## src/rtl/meta_streamer.sv

```systemverilog
// Metadata responder: streams a constant TLV block, with runtime fields patched
// from snapshotted inputs, one byte per transmitter-idle handshake.
module meta_streamer #(
    parameter int ADDR_W      = 6,
    parameter int META_LEN    = 47,
    parameter int MEMSIZE_OFS = 33,
    parameter int RATE_OFS    = 38,
    parameter int PROBES_OFS  = 43
) (
    input  logic        clock,
    input  logic        extReset_n,
    input  logic        query_metadata,
    input  logic        abort,
    input  logic        xmit_idle,
    input  logic [31:0] mem_size,
    input  logic [31:0] sample_rate,
    input  logic [7:0]  probe_count,
    output logic        writeMeta,
    output logic [7:0]  meta_data,
    output logic        busy,
    output logic        done
);

    localparam int DEPTH = 2 ** ADDR_W;
    localparam logic [ADDR_W:0] LAST_INDEX = (ADDR_W + 1)'(META_LEN);

    generate
        if (META_LEN < 1 || META_LEN > DEPTH) begin : g_len_check
            $error("meta_streamer: META_LEN must lie in 1..2**ADDR_W");
        end
    endgenerate

    typedef enum logic [2:0] {IDLE, LOAD, SEND, POLL, DONE} state_t;

    // Payload bytes of the patched TLVs are left 0 here; they come from the snapshot.
    function automatic logic [7:0] rom_const(input int a);
        logic [7:0] b;
        b = 8'h00;
        case (a)
            0:  b = 8'h01;
            1:  b = "O";  2:  b = "p";  3:  b = "e";  4:  b = "n";
            5:  b = " ";  6:  b = "L";  7:  b = "o";  8:  b = "g";
            9:  b = "i";  10: b = "c";  11: b = " ";  12: b = "S";
            13: b = "n";  14: b = "i";  15: b = "f";  16: b = "f";
            17: b = "e";  18: b = "r";  19: b = 8'h00;
            20: b = 8'h02;
            21: b = "F";  22: b = "P";  23: b = "G";  24: b = "A";
            25: b = " ";  26: b = "v";  27: b = "3";  28: b = ".";
            29: b = "0";  30: b = "7";  31: b = 8'h00;
            32: b = 8'h21;
            37: b = 8'h23;
            42: b = 8'h40;
            44: b = 8'h41;
            45: b = 8'h02;
            default: b = 8'h00;
        endcase
        return b;
    endfunction

    logic [7:0] rom [DEPTH];

    genvar gi;
    generate
        for (gi = 0; gi < DEPTH; gi++) begin : g_rom
            assign rom[gi] = rom_const(gi);
        end
    endgenerate

    state_t          state_reg, state_next;
    logic [ADDR_W:0] index_reg, index_next;
    logic [31:0]     mem_size_snap_reg, mem_size_snap_next;
    logic [31:0]     rate_snap_reg, rate_snap_next;
    logic [7:0]      probes_snap_reg, probes_snap_next;
    logic            write_meta_reg, write_meta_next;
    logic [7:0]      meta_data_reg, meta_data_next;
    logic            busy_reg, busy_next;
    logic            done_reg, done_next;
    logic [7:0]      send_byte;

    // Big-endian overlay of the snapshotted runtime fields onto the ROM byte.
    always_comb begin
        send_byte = rom[index_reg[ADDR_W-1:0]];
        for (int k = 0; k < 4; k++) begin
            if (index_reg == (ADDR_W + 1)'(MEMSIZE_OFS + k))
                send_byte = mem_size_snap_reg[31-8*k -: 8];
            if (index_reg == (ADDR_W + 1)'(RATE_OFS + k))
                send_byte = rate_snap_reg[31-8*k -: 8];
        end
        if (index_reg == (ADDR_W + 1)'(PROBES_OFS))
            send_byte = probes_snap_reg;
    end

    always_comb begin
        state_next         = state_reg;
        index_next         = index_reg;
        mem_size_snap_next = mem_size_snap_reg;
        rate_snap_next     = rate_snap_reg;
        probes_snap_next   = probes_snap_reg;
        write_meta_next    = 1'b0;
        meta_data_next     = meta_data_reg;
        busy_next          = busy_reg;
        done_next          = 1'b0;
        case (state_reg)
            IDLE: begin
                index_next = '0;
                busy_next  = 1'b0;
                if (query_metadata && xmit_idle && !abort) begin
                    state_next = LOAD;
                    busy_next  = 1'b1;
                end
            end
            LOAD: begin
                mem_size_snap_next = mem_size;
                rate_snap_next     = sample_rate;
                probes_snap_next   = probe_count;
                if (abort) begin
                    state_next = IDLE;
                    busy_next  = 1'b0;
                end else begin
                    state_next = SEND;
                end
            end
            SEND: begin
                if (abort) begin
                    state_next = IDLE;
                    busy_next  = 1'b0;
                end else begin
                    write_meta_next = 1'b1;
                    meta_data_next  = send_byte;
                    index_next      = index_reg + 1'b1;
                    state_next      = POLL;
                end
            end
            POLL: begin
                if (abort) begin
                    state_next = IDLE;
                    busy_next  = 1'b0;
                end else if (xmit_idle) begin
                    if (index_reg == LAST_INDEX) begin
                        state_next = DONE;
                        done_next  = 1'b1;
                    end else begin
                        state_next = SEND;
                    end
                end
            end
            DONE: begin
                // busy drops one cycle after the done pulse
                busy_next  = 1'b0;
                state_next = IDLE;
            end
            default: begin
                state_next = IDLE;
                busy_next  = 1'b0;
            end
        endcase
    end

    always_ff @(posedge clock or negedge extReset_n) begin
        if (!extReset_n) begin
            state_reg         <= IDLE;
            index_reg         <= '0;
            mem_size_snap_reg <= '0;
            rate_snap_reg     <= '0;
            probes_snap_reg   <= '0;
            write_meta_reg    <= 1'b0;
            meta_data_reg     <= 8'h00;
            busy_reg          <= 1'b0;
            done_reg          <= 1'b0;
        end else begin
            state_reg         <= state_next;
            index_reg         <= index_next;
            mem_size_snap_reg <= mem_size_snap_next;
            rate_snap_reg     <= rate_snap_next;
            probes_snap_reg   <= probes_snap_next;
            write_meta_reg    <= write_meta_next;
            meta_data_reg     <= meta_data_next;
            busy_reg          <= busy_next;
            done_reg          <= done_next;
        end
    end

    assign writeMeta = write_meta_reg;
    assign meta_data = meta_data_reg;
    assign busy      = busy_reg;
    assign done      = done_reg;

endmodule
```

## config.mk

```make
export PLATFORM = sky130hd
export DESIGN_NAME = meta_streamer
export DESIGN_NICKNAME = d
export VERILOG_FILES = /design/src/rtl/meta_streamer.sv
export SDC_FILE = /design/constraint.sdc
export NUM_CORES = 1
export LEC_CHECK = 0
export ABC_AREA = 0
export CELL_PAD_IN_SITES_DETAIL_PLACEMENT = 0
export CELL_PAD_IN_SITES_GLOBAL_PLACEMENT = 1
export CORE_MARGIN = 2
export CORE_UTILIZATION = 35
export CTS_BUF_LIST = sky130_fd_sc_hd__clkbuf_2
export DETAILED_ROUTE_END_ITERATION = 16
export PLACE_DENSITY_LB_ADDON = 0.1
export SYNTH_ARGS = -nofsm -noshare
export SYNTH_HDL_FRONTEND = slang
export SYNTH_SLANG_ARGS = --single-unit
```

## constraint.sdc

```tcl
create_clock -name clock -period 2.2 [get_ports clock]
set_input_delay 0.33 -clock clock [delete_from_list [all_inputs] [get_ports clock]]
set_output_delay 0.33 -clock clock [all_outputs]
set_load 0.02 [all_outputs]
```

==> results of run 1 <==
==> placed cells by master (no fill, tap or decap), drive strengths merged, types with 3 or more instances in the layout <==
cell and count:
a2111oi 4, a211oi 4, a21oi 26, a221oi 5
a22oi 7, a31oi 5, and2 5, and3 5
and3b 3, buf 53, clkbuf 10, clkdlybuf4s50 86
dfrtp 93, ha 7, inv 11, mux2 71
mux2i 7, nand2 32, nand2b 4, nand3 16
nand3b 3, nand4 4, nor2 25, nor2b 3
nor3 12, o211ai 6, o21ai 22, o22ai 4
xnor2 4, xor2 3
==> final timing paths <==
path | start | end | slack (ns) | depth (start not counted)
worst max register to register | index_reg[1]$_DFFE_PN0P_ | meta_data[4]$_DFFE_PN0P_ | 0.03 | 8
worst max-delay path | index_reg[1]$_DFFE_PN0P_ | meta_data[4]$_DFFE_PN0P_ | 0.03 | 8
worst min register to register | mem_size_snap_reg[14]$_DFFE_PN0N_ | mem_size_snap_reg[14]$_DFFE_PN0N_ | 0.54 | 1
min in group clock | sample_rate[23] | rate_snap_reg[23]$_DFFE_PN0N_ | 0.26 | 3
max in group asynchronous | extReset_n | mem_size_snap_reg[15]$_DFFE_PN0N_ | 1.25 | 3
worst min-delay path | extReset_n | state_reg[0]$_DFFE_PN0P_ | 0.24 | 2
==> power groups by stage <==
stage          sequential [µW]  clock, µW  combinational (µW)
2_1_floorplan             2370          0                 509
3_3_place_gp              2490          0                 890
6_report                  2440        901                 912
4_1_cts                   2450        945                 917
5_1_grt                   2500       1020                 992
3_5_place_dp              2480          0                 912
==> per-stage QoR <==
stage / TNS [ns] / util
6_report: 0 / 0.4705
5_1_grt: -0.04388 / 0.4705
4_1_cts: 0 / 0.4654
3_5_place_dp: -0.09466 / 0.4558
3_3_place_gp: -0.05402 / 0.4558
2_1_floorplan: 0 / -
==> what timing repair did <==
item	CTS	global route
hold buffers	1	0
gates resized for setup	2	14
pin swaps	0	3
setup endpoints to repair	1	8
hold endpoints to repair	43	0
setup buffers	0	1
==> cell type report <==
class                   count  area (µm²)  area share
well taps                 180       225.2     0.03435
repair buffers            140        1319      0.2011
multi-input cells         319        2527      0.3855
flip-flops and latches     93        2330      0.3553
clock buffers              10       50.05    0.007634
diodes                      1       2.502   0.0003817
clock inverters             6       68.82     0.01050
inverters                   9       33.78    0.005153
==> cell families after synthesis <==
family	Yosys count	synth area share
xor gates and xnor gates	7	0.01227
AOI/OAI and AO/OA	103	0.1454
and+or+nand+nor	123	0.1382
buffers and inverters	41	0.04255
DFF	93	0.4656
muxes	79	0.1785
adders and majority gates	7	0.01752
==> per-layer routing <==
layer | vias to the layer above | GRT usage | routed length (µm)
li1 | 1904 | - | -
met1 | 1983 | 0.2770 | 6653
met2 | 103 | 0.3417 | 7410
met3 | 18 | 0.04290 | 648
met4 | 0 | 0.05682 | 255
met5 | - | 0 | 0
==> results.txt, run 1 <==
IO Pins = 88
largest net degree at the start of global routing = 74
via count = 4008
Critical Path RT = 2.74 ns
Core Region = 13930 µm²
final slew viol count = 0
H-tree depth = 3
worst vdd ir = 372.7 µV
number of global-route vias before repair = 4105
endpoints failing setup = 0
Pleak = 0.002647 µW
asr flop ratio synth = 1.000
Cell Chain, Critical Path = buf_4 -> ha_1 -> and4bb_4 -> and2_4 -> a2111oi_4 -> o211ai_1 -> o2111ai_2 -> a21oi_1
Final Critical Period = 2.173 ns
initial antenna violation count = 1
pre-CTS setup slack = -0.09466 ns
slew at the pin closest to its max-slew limit = 0.6220 ns
CP Buf/Inv Count = 1
Flop pwr share = 0.574
Critical-path top delay cell = dfrtp_2
PnR worst setup slack = 0.02728 ns
total global-route track usage = 0.2075
unrepaired setup endpoints after global routing = true
Syn Std Cell Area = 4999 µm²
CP peak stage delay = 0.51 ns
Critical Path Fanout Max = 13
sequential share of the synthesized area = 0.4656
DR WL/cell = 19.75 µm
Netlist cell types = 63
final WL = 14.97 mm
Worst-path clk slew = 0.28 ns
initial detailed-routing violation count = 273
clock sink count = 93
CP top delay family = compound AO/OA/AOI/OAI gates
CP endpoint kind = register
CTS buffer count = 9
Detailed Place HPWL = 11.03 mm
Clk Tree Root Cell = clkbuf_2
CTS Buffer Depth = 2
most numerous cell in the Yosys netlist = dfrtp_1
Syn Inst Count = 453
Min-Delay Path Class = input pin to asynchronous set/reset pin
FILL cells = 1352
layout cell share with drive strength beyond 1 = 0.2912
vias per cell = 5.288
Worst-Skew Late Latency = 0.61 ns
Synth top area share = 0.4656
Post-synth EDFFs = 0
status = finished clean
Initial Util = 0.3587
placed cell areas = 6351 µm²
Non-Filler Cell Area, Final = 6556 µm²
highest clock rate = 0.4603 GHz
MaxCap Viol Count = 0
Remaining DRCs = 0
cell row count = 43
CP arrival = 2.71 ns
Syn. warnings = 0
Sw Share = 0.3003
Int Power = 2974 µW
dominant synthesized flop cell = dfrtp_1
Fin Hold WS = 0.2387 ns
Final GP Congestion = 0.8927
critical path type = register to register
area growth from synthesis to layout = 31.16%
Psw = 1276 µW
Critical Path Start Type = register
Seq cells post-synth = 93
Mapped Avg Cell Area = 11.03 µm²
Post-layout nets = 656
combinational share of power = 0.215
commonest cells in the netlist = 93 x dfrtp_1, 71 x mux2_2, 32 x nand2_1, 25 x nor2_1, 24 x a21oi_1
Non-Filler Instances = 758
Placed Cells = 739
fin crit share = 0.9876
max_slew headroom = 0.5853
Clk pwr share = 0.212
GRT Residual Overflow = 0
chip width = 123.5 µm
Die ar. = 15250 µm²
area leader, netlist = dfrtp_1
Final Skew = 0.03012 ns
syn nets = 537
Pre-antenna DRT Iters = 5
CTS tree = done
die height = 123.5 µm
number of routed nets with antenna violations = 0
final total power = 4251 µW
first-pass GRT wire length = 23.25 mm
Final Hold Viols = 0
buffers added on ports = 87
Power Density = 648.3 nW/µm²
synth top area cells = dfrtp_1 47%, mux2_2 16%, a21oi_1 2.4%, nand2_1 2.4%, nor2_1 1.9%
(Power assumes the default switching activity.)
==> run 2, diff against run 1 <==
--- a/config.mk
+++ b/config.mk
@@ -9,10 +9,10 @@
 export CELL_PAD_IN_SITES_DETAIL_PLACEMENT = 0
 export CELL_PAD_IN_SITES_GLOBAL_PLACEMENT = 1
 export CORE_MARGIN = 2
-export CORE_UTILIZATION = 35
+export CORE_UTILIZATION = 39
 export CTS_BUF_LIST = sky130_fd_sc_hd__clkbuf_2
 export DETAILED_ROUTE_END_ITERATION = 16
-export PLACE_DENSITY_LB_ADDON = 0.1
+export PLACE_DENSITY = 0.89
 export SYNTH_ARGS = -nofsm -noshare
 export SYNTH_HDL_FRONTEND = slang
 export SYNTH_SLANG_ARGS = --single-unit
==> run 2 against run 1 <==
  * Non-clock buffer count increased by 9
  * Routed wire length hardly changed
  * Register-to-register slack better by 0.04 ns
==> results.txt, run 2 (synthesized netlist as in run 1, its figures left out) <==
Final Critical Period = 2.133 ns
placed cell areas = 6386 µm²
Die ar. = 13740 µm²
number of routed nets with antenna violations = 0
initial antenna violation count = 1
Remaining DRCs = 0
Pleak = 0.002673 µW
max_slew headroom = 0.7089
first-pass GRT wire length = 22.64 mm
status = finished clean
MaxCap Viol Count = 0
CTS Buffer Depth = 2
total global-route track usage = 0.2243
DR WL/cell = 19.71 µm
Worst-path clk slew = 0.28 ns
Initial Util = 0.3977
Fin Hold WS = 0.1137 ns
Critical Path RT = 2.78 ns
Power Density = 635.5 nW/µm²
IO Pins = 88
final core utilization = 0.5235
worst vdd ir = 397.6 µV
Pre-antenna DRT Iters = 4
die height = 117.2 µm
FILL cells = 1132
endpoints failing setup = 0
Final Hold Viols = 0
slew at the pin closest to its max-slew limit = 0.4256 ns
Core Region = 12570 µm²
largest net degree at the start of global routing = 64
CP arrival = 2.71 ns
Critical Path Fanout Max = 7
Critical Path Start Type = register
fin crit share = 0.9695
unrepaired setup endpoints after global routing = true
Detailed Place HPWL = 11.29 mm
Non-Filler Cell Area, Final = 6580 µm²
vias per cell = 5.528
R2R Setup Slk = 0.07 ns
critical path type = register to register
CTS buffer count = 9
area growth from synthesis to layout = 31.64%
Clk Tree Root Cell = clkbuf_2
Final Skew = 0.02906 ns
Worst-Skew Late Latency = 0.62 ns
buffers added on ports = 87
layout cell share with drive strength beyond 1 = 0.3003
Worst Reg-to-Reg Cells = 7
clock sink count = 93
number of global-route vias before repair = 4098
Min-Delay Path Class = input pin to asynchronous set/reset pin
CP endpoint kind = register
cell row count = 41
Final GP Congestion = 0.9356
chip width = 117.2 µm
worst r2r src = index_reg[1]$_DFFE_PN0P_
final WL = 14.96 mm
highest clock rate = 0.4688 GHz
final total power = 4182 µW
via count = 4196
GRT Residual Overflow = 0
final slew viol count = 0
Post-layout nets = 665
reg2reg end = meta_data[0]$_DFFE_PN0P_
CTS tree = done
most common cell after layout, fill and taps aside = dfrtp_1
H-tree depth = 3
most frequent cells in the layout = 89 x dfrtp_1, 86 x clkdlybuf4s50_1, 71 x mux2_2
initial detailed-routing violation count = 220
==> run 2: cell types whose count changed in the layout (fill, tap and decap cells not counted), sizes merged <==
cell / change
bufinv: -1
clkinv: +1
buf: +9
==> run 2: worst max path at each step <==
stage                                        start                       end  slack, ns  cells past startpoint
final                     index_reg[1]$_DFFE_PN0P_  meta_data[0]$_DFFE_PN0P_       0.07                      7
after global routing      index_reg[2]$_DFFE_PN0P_  meta_data[4]$_DFFE_PN0P_      -0.01                      8
after CTS                 index_reg[0]$_DFFE_PN0P_  meta_data[4]$_DFFE_PN0P_     -0.002                      8
after detailed placement  index_reg[1]$_DFFE_PN0P_  meta_data[1]$_DFFE_PN0P_      -0.05                      7
after global placement    index_reg[1]$_DFFE_PN0P_  meta_data[7]$_DFFE_PN0P_      -0.03                      9
after floorplan           index_reg[0]$_DFFE_PN0P_  meta_data[1]$_DFFE_PN0P_       0.11                      8
==> run 2: where the power goes <==
part | total, µW | internal (µW) | switching (µW)
clock | 818 | 173 | 645
sequential | 2450 | 2130 | 321
combinational | 916 | 575 | 341
==> run 2: critical path, cell delays in order, from the launching register on <==
cell	delay, ns
dfrtp_2	0.51
buf_4	0.15
buf_4	0.14
ha_1	0.24
mux4_2	0.49
nor3_1	0.31
o311ai_1	0.17
nand3_1	0.10
==> run 2: cell type report <==
class | count | area [µm²] | area share
Timing Repair Buffer | 149 | 1386 | 0.2107
Sequential cell | 93 | 2332 | 0.3544
Clock buffer | 10 | 50.05 | 0.007606
Multi-Input combinational cell | 319 | 2502 | 0.3803
Inverter | 9 | 33.78 | 0.005134
Antenna cell | 1 | 2.502 | 0.0003803
Tap cell | 172 | 215.2 | 0.03271
Clock inverter | 6 | 57.56 | 0.008747
==> run 2: metal layers <==
layer | GRT usage | vias to the layer above | share of wire
li1 | - | 1931 | -
met1 | 0.2885 | 2106 | 0.43
met2 | 0.3751 | 140 | 0.51
met3 | 0.05149 | 19 | 0.048
met4 | 0.07216 | 0 | 0.019
met5 | 0 | - | 0
==> run 2: stage by stage <==
step                cells  setup slack [ns]   TNS (ns)
global placement      737          -0.02694   -0.05733
global route          759          -0.01136   -0.01136
floorplan             453            0.1081          0
detailed placement    737          -0.05181    -0.1393
finish                759           0.06703          0
CTS                   754         -0.002257  -0.002257
==> run 2: repair_timing <==
action,in CTS,in global routing
pin swaps,0,2
buffers inserted,0,4
endpoints found under the setup margin,5,7
hold buffers,1,0
gates resized for setup,1,13
endpoints found under the hold margin,93,0
==> run 3, diff against run 2 <==
--- a/config.mk
+++ b/config.mk
@@ -12,7 +12,8 @@
 export CORE_UTILIZATION = 39
 export CTS_BUF_LIST = sky130_fd_sc_hd__clkbuf_2
 export DETAILED_ROUTE_END_ITERATION = 16
-export PLACE_DENSITY = 0.89
+export GPL_TIMING_DRIVEN = 0
+export PLACE_DENSITY = 0.77
 export SYNTH_ARGS = -nofsm -noshare
 export SYNTH_HDL_FRONTEND = slang
 export SYNTH_SLANG_ARGS = --single-unit
==> run 3 against run 2 <==
  * Sequential cell count stayed put
  * Cell count shrank 2.4%
  * Count of clock-buffer cells in the layout unchanged
  * Utilization is 0.50 points lower
  * Total power up 3.8%
  * Routed wire length increased by 1.2%
  * Clock power grew 21%
  * Worst hold slack improved by 0.057 ns
  * Via count down 0.24%
  * Maximum frequency decreased by 1.6%
  * Register-to-register slack got worse by 0.03 ns
  * Critical path depth is 1 higher
  * Highest routed layer unchanged
==> results.txt, run 3 (synthesized netlist as in run 1, its figures left out) <==
Core Region = 12570 µm²
Sw Share = 0.2877
slew at the pin closest to its max-slew limit = 0.6624 ns
layout cell share with drive strength beyond 1 = 0.2935
Initial Util = 0.3977
CTS Buffer Depth = 2
Detailed Place HPWL = 11.21 mm
Pre-antenna DRT Iters = 7
highest clock rate = 0.4613 GHz
max_slew headroom = 0.5550
fin crit share = 0.9854
largest net degree at the start of global routing = 59
chip width = 117.2 µm
FF+latch area = 2331 µm²
Critical Path Fanout Max = 5
placed cell areas = 6110 µm²
Final GP Congestion = 0.9495
Antenna diodes = 0
most common cell after layout, fill and taps aside = dfrtp_1
via count = 4186
combinational share of power = 0.215
final WL = 15.14 mm
Final Critical Period = 2.168 ns
H-tree depth = 3
die height = 117.2 µm
number of global-route vias before repair = 4162
MaxCap Viol Count = 0
PnR worst setup slack = 0.03208 ns
Critical Path RT = 2.77 ns
Final Hold Viols = 0
Clk Tree Root Cell = clkbuf_2
Flop pwr share = 0.557
CTS buffer count = 9
initial antenna violation count = 0
critical path type = register to register
FILL cells = 1156
Critical Path Start Type = register
Int Power = 3093 µW
Pleak = 0.002622 µW
GRT Residual Overflow = 0
Remaining DRCs = 0
vias per cell = 5.649
Final Skew = 0.03724 ns
number of routed nets with antenna violations = 0
Non-Filler Cell Area, Final = 6518 µm²
initial detailed-routing violation count = 285
most frequent cells in the layout = 90 x dfrtp_1, 86 x clkdlybuf4s50_1, 71 x mux2_2
Non-Filler Instances = 741
Clk pwr share = 0.229
pre-CTS setup slack = -0.5891 ns
Min-Delay Path Class = input pin to asynchronous set/reset pin
Post-layout nets = 648
area growth from synthesis to layout = 30.39%
Placed Cells = 713
cell row count = 41
IO Pins = 88
Die ar. = 13740 µm²
DR WL/cell = 20.43 µm
CP endpoint kind = register
clock sink count = 93
buffers added on ports = 87
total global-route track usage = 0.2343
Multi-input gate area = 2589 µm²
CTS tree = done
worst vdd ir = 575.8 µV
CP arrival = 2.73 ns
unrepaired setup endpoints after global routing = true
Worst-path clk slew = 0.26 ns
endpoints failing setup = 0
Worst-Skew Late Latency = 0.62 ns
final slew viol count = 0
first-pass GRT wire length = 23.68 mm
Power Density = 666.2 nW/µm²
status = finished clean
Psw = 1249 µW
-- run 3: what timing repair did --
item                                    in CTS  in global routing
setup buffers                               10                  2
pin swaps                                    5                 12
gates resized for setup                     23                 25
hold endpoints to repair                    35                  0
hold buffers                                 1                  0
endpoints found under the setup margin      12                  7
-- run 3: path summary, 6_finish.rpt --
check	start	cells past startpoint	slack (ns)	to
min reg2reg	mem_size_snap_reg[30]$_DFFE_PN0N_	1	0.54	mem_size_snap_reg[30]$_DFFE_PN0N_
min	extReset_n	2	0.17	meta_data[3]$_DFFE_PN0P_
max reg2reg	index_reg[0]$_DFFE_PN0P_	8	0.03	meta_data[4]$_DFFE_PN0P_
min in group clock	sample_rate[23]	3	0.27	rate_snap_reg[23]$_DFFE_PN0N_
max in group asynchronous	extReset_n	3	1.33	index_reg[4]$_DFFE_PN0P_
max	index_reg[0]$_DFFE_PN0P_	8	0.03	meta_data[4]$_DFFE_PN0P_
-- run 3: per-layer routing --
layer  vias up  GRT usage  part of all wire
met4         0    0.06824             0.016
met2       168     0.3824              0.50
met5         -          0                 0
li1       1896          -                 -
met3        21    0.04325             0.073
met1      2101     0.3194              0.42
-- run 3: power groups by stage --
stage               clock network, µW  registers (µW)  logic (µW)
finish                            992            2420         932
global route                     1100            2470        1020
CTS                              1030            2410         927
detailed placement                  0            2450         902
global placement                    0            2440         866
floorplan                           0            2370         509
-- run 3: cell type report --
| cell class | instances | share of cell area |
|---|---|---|
| multi-input cells | 319 | 0.3972 |
| flip-flops and latches | 93 | 0.3577 |
| repair buffers | 101 | 0.1528 |
| well taps | 172 | 0.03302 |
| plain buffers | 31 | 0.03148 |
| clock inverters | 6 | 0.01459 |
| clock buffers | 10 | 0.007679 |
| inverters | 9 | 0.005567 |
-- run 3: critical path, cell delays in order, from the launching register on --
cell	delay (ns)
dfrtp_2	0.51
inv_4	0.12
ha_4	0.17
or3b_1	0.38
a31oi_1	0.21
a22oi_2	0.14
o211ai_1	0.26
o2111ai_1	0.18
a21oi_1	0.16
-- run 3: stage by stage --
step                        util  hold slack (ns)  TNS [ns]  power [µW]
after floorplan                -          0.03441         0        2880
after detailed placement  0.4861           0.3327    -4.165        3353
after global placement    0.4841           0.4921   -241.50        3302
after CTS                 0.5089           0.1424         0        4367
after global routing      0.5186           0.1365  -0.07255        4586
final                     0.5186           0.1710         0        4342
